==> config.mk <==
export PLATFORM = sky130hd
export DESIGN_NAME = ch4_ctrl
export DESIGN_NICKNAME = d
export VERILOG_FILES = /design/src/rtl/ch4_ctrl.sv
export SDC_FILE = /design/constraint.sdc
export NUM_CORES = 1
export LEC_CHECK = 0
export ABC_AREA = 1
export BUFFER_PORTS_ARGS = -buffer_cell sky130_fd_sc_hd__clkbuf_2
export CAP_MARGIN = 5
export CORE_MARGIN = 2
export CORE_UTILIZATION = 58
export CTS_BUF_LIST = sky130_fd_sc_hd__clkbuf_2
export DETAILED_ROUTE_END_ITERATION = 16
export PLACE_DENSITY = 0.95
export SETUP_SLACK_MARGIN = 0.3
export SKIP_LAST_GASP = 1
export SLEW_MARGIN = 5
export SYNTH_ARGS = -nofsm -noshare
export SYNTH_HDL_FRONTEND = slang
export SYNTH_SLANG_ARGS = --single-unit
==> constraint.sdc <==
create_clock -name dova_phi -period 2.15 [get_ports dova_phi]
set_input_delay 0.43 -clock dova_phi [delete_from_list [all_inputs] [get_ports dova_phi]]
set_output_delay 0.43 -clock dova_phi [all_outputs]
set_load 0.005 [all_outputs]
==> src/rtl/ch4_ctrl.sv <==
// ch4_ctrl: register and sequencing controller for the noise channel.
// Owns NR41..NR44 state, the restart pulse, the 64-step length counter
// and the channel's active / DAC-enable status.
module ch4_ctrl #(
  parameter int unsigned RESTART_CYCLES = 4  // legal range 1..15
) (
  input  logic       dova_phi,
  input  logic       napu_reset,
  input  logic       apu_en,
  input  logic       cpu_wr,
  input  logic       cpu_rd,
  input  logic       ff20,
  input  logic       ff21,
  input  logic       ff22,
  input  logic       ff23,
  input  logic [7:0] d_in,
  input  logic       len_tick,
  output logic [7:0] d_out,
  output logic       d_oe,
  output logic [7:0] ff21_q,
  output logic [7:0] ff22_q,
  output logic       ff23_d6,
  output logic       ch4_restart,
  output logic       ch4_active,
  output logic       dac_en
);

  typedef enum logic [1:0] {
    ST_OFF     = 2'd0,
    ST_RESTART = 2'd1,
    ST_RUN     = 2'd2
  } state_t;

  // rs_cnt counts down the remaining pulse cycles after the first one.
  localparam logic [3:0] RS_LOAD = 4'(RESTART_CYCLES - 1);

  state_t     r_state;
  logic [3:0] r_rs_cnt;
  logic       r_restart;
  logic       r_active;
  logic [7:0] r_ff21_q;
  logic [7:0] r_ff22_q;
  logic       r_ff23_d6;
  logic [6:0] r_len_cnt;

  logic       w_trigger;
  logic       w_ff20_wr;
  logic       w_dac_en;
  logic       w_len_zero;
  logic       w_any_sel;

  assign w_trigger  = apu_en & cpu_wr & ff23 & d_in[7];
  assign w_ff20_wr  = cpu_wr & ff20;
  assign w_dac_en   = |r_ff21_q[7:3];
  assign w_len_zero = (r_len_cnt == 7'd0);
  assign w_any_sel  = ff20 | ff21 | ff22 | ff23;

  assign ff21_q      = r_ff21_q;
  assign ff22_q      = r_ff22_q;
  assign ff23_d6     = r_ff23_d6;
  assign ch4_restart = r_restart;
  assign ch4_active  = r_active;
  assign dac_en      = w_dac_en;

  // NR42 / NR43 / NR44 length-enable registers; cleared while the APU is off.
  // NOTE: all clocked state uses non-blocking assignments so every register
  // samples the pre-edge values of the others, independent of block order.
  always_ff @(posedge dova_phi or negedge napu_reset) begin
    if (!napu_reset) begin
      r_ff21_q  <= '0;
      r_ff22_q  <= '0;
      r_ff23_d6 <= 1'b0;
    end else if (!apu_en) begin
      r_ff21_q  <= '0;
      r_ff22_q  <= '0;
      r_ff23_d6 <= 1'b0;
    end else if (cpu_wr) begin
      if (ff21) r_ff21_q  <= d_in;
      if (ff22) r_ff22_q  <= d_in;
      if (ff23) r_ff23_d6 <= d_in[6];
    end
  end

  // Length counter: FF20 load beats everything, trigger reload beats ticks.
  always_ff @(posedge dova_phi or negedge napu_reset) begin
    if (!napu_reset) begin
      r_len_cnt <= '0;
    end else if (w_ff20_wr) begin
      r_len_cnt <= 7'd64 - {1'b0, d_in[5:0]};
    end else if (apu_en) begin
      if (w_trigger) begin
        if (w_len_zero) r_len_cnt <= 7'd64;
      end else if (len_tick && r_ff23_d6 && !w_len_zero) begin
        r_len_cnt <= r_len_cnt - 7'd1;
      end
    end
  end

  // Channel sequencer: OFF -> RESTART (pulse) -> RUN, with registered outputs.
  always_ff @(posedge dova_phi or negedge napu_reset) begin
    if (!napu_reset) begin
      r_state   <= ST_OFF;
      r_rs_cnt  <= '0;
      r_restart <= 1'b0;
      r_active  <= 1'b0;
    end else if (!apu_en) begin
      r_state   <= ST_OFF;
      r_rs_cnt  <= '0;
      r_restart <= 1'b0;
      r_active  <= 1'b0;
    end else if (w_trigger) begin
      // A retrigger inside RESTART just reloads the counter, stretching the pulse.
      r_state   <= ST_RESTART;
      r_rs_cnt  <= RS_LOAD;
      r_restart <= 1'b1;
      r_active  <= w_dac_en;
    end else begin
      unique case (r_state)
        ST_RESTART: begin
          r_active <= w_dac_en;
          if (r_rs_cnt == 4'd0) begin
            r_restart <= 1'b0;
            r_state   <= w_dac_en ? ST_RUN : ST_OFF;
          end else begin
            r_rs_cnt <= r_rs_cnt - 4'd1;
          end
        end
        ST_RUN: begin
          if (!w_dac_en || w_len_zero) begin
            r_state  <= ST_OFF;
            r_active <= 1'b0;
          end
        end
        default: begin
          r_state   <= ST_OFF;
          r_restart <= 1'b0;
          r_active  <= 1'b0;
        end
      endcase
    end
  end

  // CPU read mux; unimplemented bits read back as 1.
  // NOTE: d_out gets a default before the selects so no path leaves it
  // unassigned, which would otherwise infer a latch.
  always_comb begin
    d_out = 8'hFF;
    if (ff21)      d_out = r_ff21_q;
    else if (ff22) d_out = r_ff22_q;
    else if (ff23) d_out = {1'b1, r_ff23_d6, 6'b111111};
    d_oe = cpu_rd & w_any_sel;
  end

endmodule

[Word level (Yosys, flattened, before mapping)]
Index checks and enable logic that the tools add are counted.
Operators by class
  equal/unequal tests: 12
  multiplexer cells: 35
  bitwise logic cells: 8
  reductions and logical operators: 17
  add/sub/neg operators: 3
Operator list (count)
  two-way mux 8 bit: 8
  two-way mux 7 bit: 6
  two-way mux 4 bit: 4
  AND reduction 2 bit: 6
  two-way mux 2 bit: 5
  two-way mux 1 bit: 9
  != test 2 x 1 -> 1 bit (second input constant): 4
  != test 4 bit (second input constant): 2
  logical NOT 7 bit: 1
  subtractor 7 x 1 -> 7 bit (second input constant): 1
  subtractor 7 x 6 -> 7 bit (first input constant): 1
  != test 3 x 1 -> 1 bit (second input constant): 2
  != test 3 bit (second input constant): 2
  bitwise AND 1 bit: 5
  OR reduction 5 bit: 1
  logical NOT 4 bit: 1
  case mux 1 bit (2 select lines): 2
  case mux 2 bit (2 select lines): 1
  subtractor 4 x 1 -> 4 bit (second input constant): 1
  OR 1 bit: 3
  AND reduction 3 bit: 1
  nonzero test 3 bit: 1
  equality test 2 x 1 -> 1 bit (second input constant): 1
  equality test 2 bit (second input constant): 1
  4 further kinds: 6
Word-level totals
  logic and storage cells: 83
  register bits: 32

[Longest topological paths before layout]
  depth after elaboration: 7
  depth in mapped cells: 9
  gate-level depth less buffers: 9

[Least setup slack after synthesis]
No wires, ideal clock.
  path kind: register to register
  start: register r_len_cnt[0]
  end: register r_len_cnt[6]
  cell stages (with the launch flop): 10
  data required time: 2033 ps
  path slack: 703 ps
  clock period less this slack: 1447 ps
  path buffers: 0
  arrival time: 1330 ps
  cell sequence: dfrtp_1 > inv_1 > ha_1 > nand2_2 > nor2_4 > nand2_2 > nand2_8 > nand3_4 > nand3_1 > nand2_1
On the way
  word-level cells in the longest chain between the ends: 5
RTL lines
  start, declared: RTL line 44  | logic [6:0] r_len_cnt;
  start signal, assigned: RTL line 89  | r_len_cnt <= 7'd64 - {1'b0, d_in[5:0]};
  start signal, assigned: RTL line 94  | r_len_cnt <= r_len_cnt - 7'd1;
  subtractor 7 x 1 -> 7 bit or logical NOT 7 bit (tied branches): RTL line 94, 55
  two-way mux 7 bit or logical NOT 1 bit (tied branches): RTL line 93  | end else if (len_tick && r_ff23_d6 && !w_len_zero) begin
  two-way mux 7 bit or logical AND 1 bit (tied branches): RTL line 91, 93
  two-way mux 7 bit or nonzero test 3 bit (tied branches)
  two-way mux 7 bit or AND reduction 3 bit (tied branches)
Parallel ways exist; a longest one is shown, timed or not. The select of a mux whose other input is x is not followed.
A chain may end at the register's enable or synchronous reset.

[Final worst setup path]
  start: register r_ff21_q[6], in the netlist ff21_q[6]
  end: output d_out[6]
On the way
  word-level cells in the longest chain between the ends: 1
RTL lines
  start, declared: RTL line 41  | logic [7:0] r_ff21_q;
  start signal, assigned: RTL line 78  | if (ff21) r_ff21_q <= d_in;
  two-way mux 8 bit: RTL line 148  | if (ff21) d_out = r_ff21_q;
  end, declared: RTL line 18  | output logic [7:0] d_out,
Every way passes these cells.

==> results.toml <==
[run_status]
outcome = "completed"

[setup_path]
crit_family = "flip-flops"
cpPeakStageDelay_ps = 470
endpoint_class_of_the_critical_path = "primary output"
arrival_worst_endpoint_ps = 1390
worstSetupStartpointType = "flip-flop"
worst-endpoint-required_ps = 1720
critical_path.max_fanout = 4
crit_type = "reg -> out"
worstPathCellList = "inv_1 > a221oi_2 > buf_2"
critical_path_buffers_and_inverters = 2
slowest_stage = "sky130_fd_sc_hd__dfrtp_1"

[die]
top_level_ports = 47
initial_core_util_pct = 59.5
fp-row-count = 21
die_area_sq_um = 3850
die-width_microns = 62.1
fp.coreArea_sq_um = 3280
dieHeight_microns = 62.1

[yosys]
postSynth.topFlopCell = "sky130_fd_sc_hd__dfrtp_1"
ys_seq_area_share_pct = 41.0
post-synth-top-count-cell = "sky130_fd_sc_hd__nand2_1"
synth_seq_cells = 32
synth.net_count = 278
synth_largest_area_cell = "sky130_fd_sc_hd__dfrtp_1"
synthDistinctLibCells = 26
yosysWarnings = 0
synth.cell_area_sq_um = 1950
synth_async_sr_flop_share_pct = 100
synth_edf_count = 0
synthCells = 256
most_common_library_cells_after_synthesis = "sky130_fd_sc_hd__nand2_1, sky130_fd_sc_hd__inv_1, sky130_fd_sc_hd__dfrtp_1"
synth_top_cell_area_share_pct = 41.0
syn_avg_cell_area_sq_um = 7.63
netlist_top_cells_area = "sky130_fd_sc_hd__dfrtp_1, sky130_fd_sc_hd__nand2_1, sky130_fd_sc_hd__inv_1, sky130_fd_sc_hd__o21ai_0, sky130_fd_sc_hd__nand3_1"

[power]
power_leakage_nw = 1.28
power-per-cell-area_nw_per_um2 = 722
maximum_vdd_drop_mv = 0.362

[sta]
timing_hold_violations_final = 0
worst_slew_margin_rel_pct = 47.1
finalSetupTns_ps = 0
min_period_over_period_pct = 84.7
setup_viol_count_final = 0
final.hold.worst_slack_ps = 92.5
timing.clock.skew_ps = 29.1
clock.fmax_ghz = 0.549
layout_min_cycle_time_ps = 1820
rsz_0062_raised_after_global_routing = "true"
slew_violations = 0
worstMarginPinSlew_ps = 793

[clock_network]
clk_pin_slew_worst_paths_ps = 190
htree_levels = 2
cts.sink_count = 32
ctsLongestPathBuffers = 2
insertion_delay_ps = 380
cts_root_buf = "sky130_fd_sc_hd__clkbuf_2"
tritoncts = "yes"
cts_buffers = 5

[global_routing]
overall_routing_resource_usage_pct = 26.6
largest_net_degree_at_the_start_of_global_routing = 33
grt_first_pass_wirelength_mm = 7.48
grt-ovfl-total = 0
antenna_found_initial = 0
grt_pass1_vias = 1768

[run]
max_cap_viol_count = 0

[routing]
ant_nets = 0
detailedRoute.firstPassIterationCount = 6
detail_route.wl_per_cell_microns = 13.6
drc_errors = 0
vias = 1943
detail_route.vias_per_cell = 5.49
routed_wirelength_mm = 4.82
first_iter_violations = 258

[finish]
area_growth_syn_to_layout_pct = 18.3
post_route_cells_drive_above_1_share_pct = 24.4
layout.filler_cells = 255
diodes = 0
design.final.nets = 329
finish.cell_count_without_fillers = 354

[hold_path]
min-delay-path-class = "in -> async"

[place]
place.gp.congestion = 0.931
placed_cells = 345
detailedPlacementHpwl_mm = 3.47
io_buffers = 46
sequential cells by signal, summed over array words and instances, names as in the netlist:
signal       flops
r_rs_cnt         4
r_state          2
ch4_active       1
ff22_q           8
ch4_restart      1
ff21_q           8
r_len_cnt        7
ff23_d6          1
worst paths after layout:
| check | startpoint | to | slack [ps] | cells after the start |
|---|---|---|---|---|
| worst min register to register | r_rs_cnt[3] | r_rs_cnt[3] | 490 | 1 |
| min in group dova_phi | d_in[6] | ff23_d6 | 320 | 3 |
| worst max register to register | r_len_cnt[0] | r_len_cnt[2] | 460 | 9 |
| worst min-delay path | napu_reset | ff22_q[0] | 90 | 1 |
| max in group asynchronous | napu_reset | r_state[0] | 1530 | 1 |
| worst max-delay path | ff21_q[6] | d_out[6] | 330 | 3 |
kinds of logic after synthesis:
group                      share of synthesized area [%]
AOI/OAI and AO/OA                                   13.8
adders and majority gates                           2.56
and+or+nand+nor                                     32.1
buffers and inverters                               10.1
xor gates and xnor gates                           0.448
DFF                                                 41.0
repair_timing:
action / in CTS / in global routing
setup buffers: 0 / 1
gates resized for setup: 2 / 3
hold buffers: 0 / 0
setup endpoints to repair: 1 / 6
pin swaps: 0 / 1
hold endpoints to repair: 0 / 0
layout make-up:
cell class / instances / area [sq um] / area share (%)
inverter: 47 / 176 / 7.63
clock inverter: 2 / 35.0 / 1.52
clock buffer: 6 / 30.0 / 1.30
sequential: 32 / 801 / 34.6
timing repair buffer: 47 / 238 / 10.3
tap: 46 / 57.6 / 2.49
multi-input combinational: 174 / 975 / 42.2
metal layers:
metal  share of wire [%]  global-route usage, %  routed length (microns)  vias to the layer above
li1                    -                      -                        -                      938
met1                  42                   33.0                     2040                      888
met2                  48                   45.1                     2340                       99
met3                 6.9                   5.59                      334                       18
met4                 2.3                   10.6                      113                        0
met5                   0                      0                        0                        -
power by group:
group | total, mW | switching, mW | internal [mW]
Combinational | 0.514 | 0.314 | 0.200
Sequential | 0.749 | 0.0788 | 0.670
Clock | 0.407 | 0.206 | 0.200
Total | 1.67 | 0.599 | 1.07
worst register-to-register path: stages (launching register included):
cell and delay (ps):
sky130_fd_sc_hd__dfrtp_1 440, sky130_fd_sc_hd__inv_1 150, sky130_fd_sc_hd__ha_2 230, sky130_fd_sc_hd__nand2_2 80
sky130_fd_sc_hd__nor2_4 140, sky130_fd_sc_hd__nand2_2 140, sky130_fd_sc_hd__nand2_8 110, sky130_fd_sc_hd__nand3_4 110
sky130_fd_sc_hd__nand2_1 90, sky130_fd_sc_hd__o21ai_1 60
cells in the final DEF, fill, tap and decap left out, drive strengths merged:
cell type / synthesis / routed
a21boi: 1 / 1
a21oi: 5 / 5
a221oi: 1 / 1
a22oi: 7 / 7
buf: 3 / 2
bufinv: 0 / 1
clkbuf: 0 / 51
clkinv: 0 / 1
dfrtp: 32 / 32
ha: 4 / 4
inv: 47 / 47
nand2: 65 / 65
nand3: 22 / 22
nand4: 9 / 9
nor2: 23 / 23
nor3: 2 / 2
o211ai: 2 / 2
o21ai: 31 / 31
o22ai: 1 / 1
xnor2: 1 / 1
per-stage QoR:
step | worst slack [ps] | cell area [sq um] | utilization, % | total power [mW]
2_1_floorplan | 703 | 1950 | - | 1.11
3_3_place_gp | 503 | 2220 | 67.6 | 1.23
3_5_place_dp | 471 | 2220 | 67.6 | 1.25
4_1_cts | 329 | 2300 | 69.9 | 1.66
5_1_grt | 247 | 2310 | 70.4 | 1.79
6_report | 329 | 2310 | 70.4 | 1.67
(Power assumes the default switching activity.)
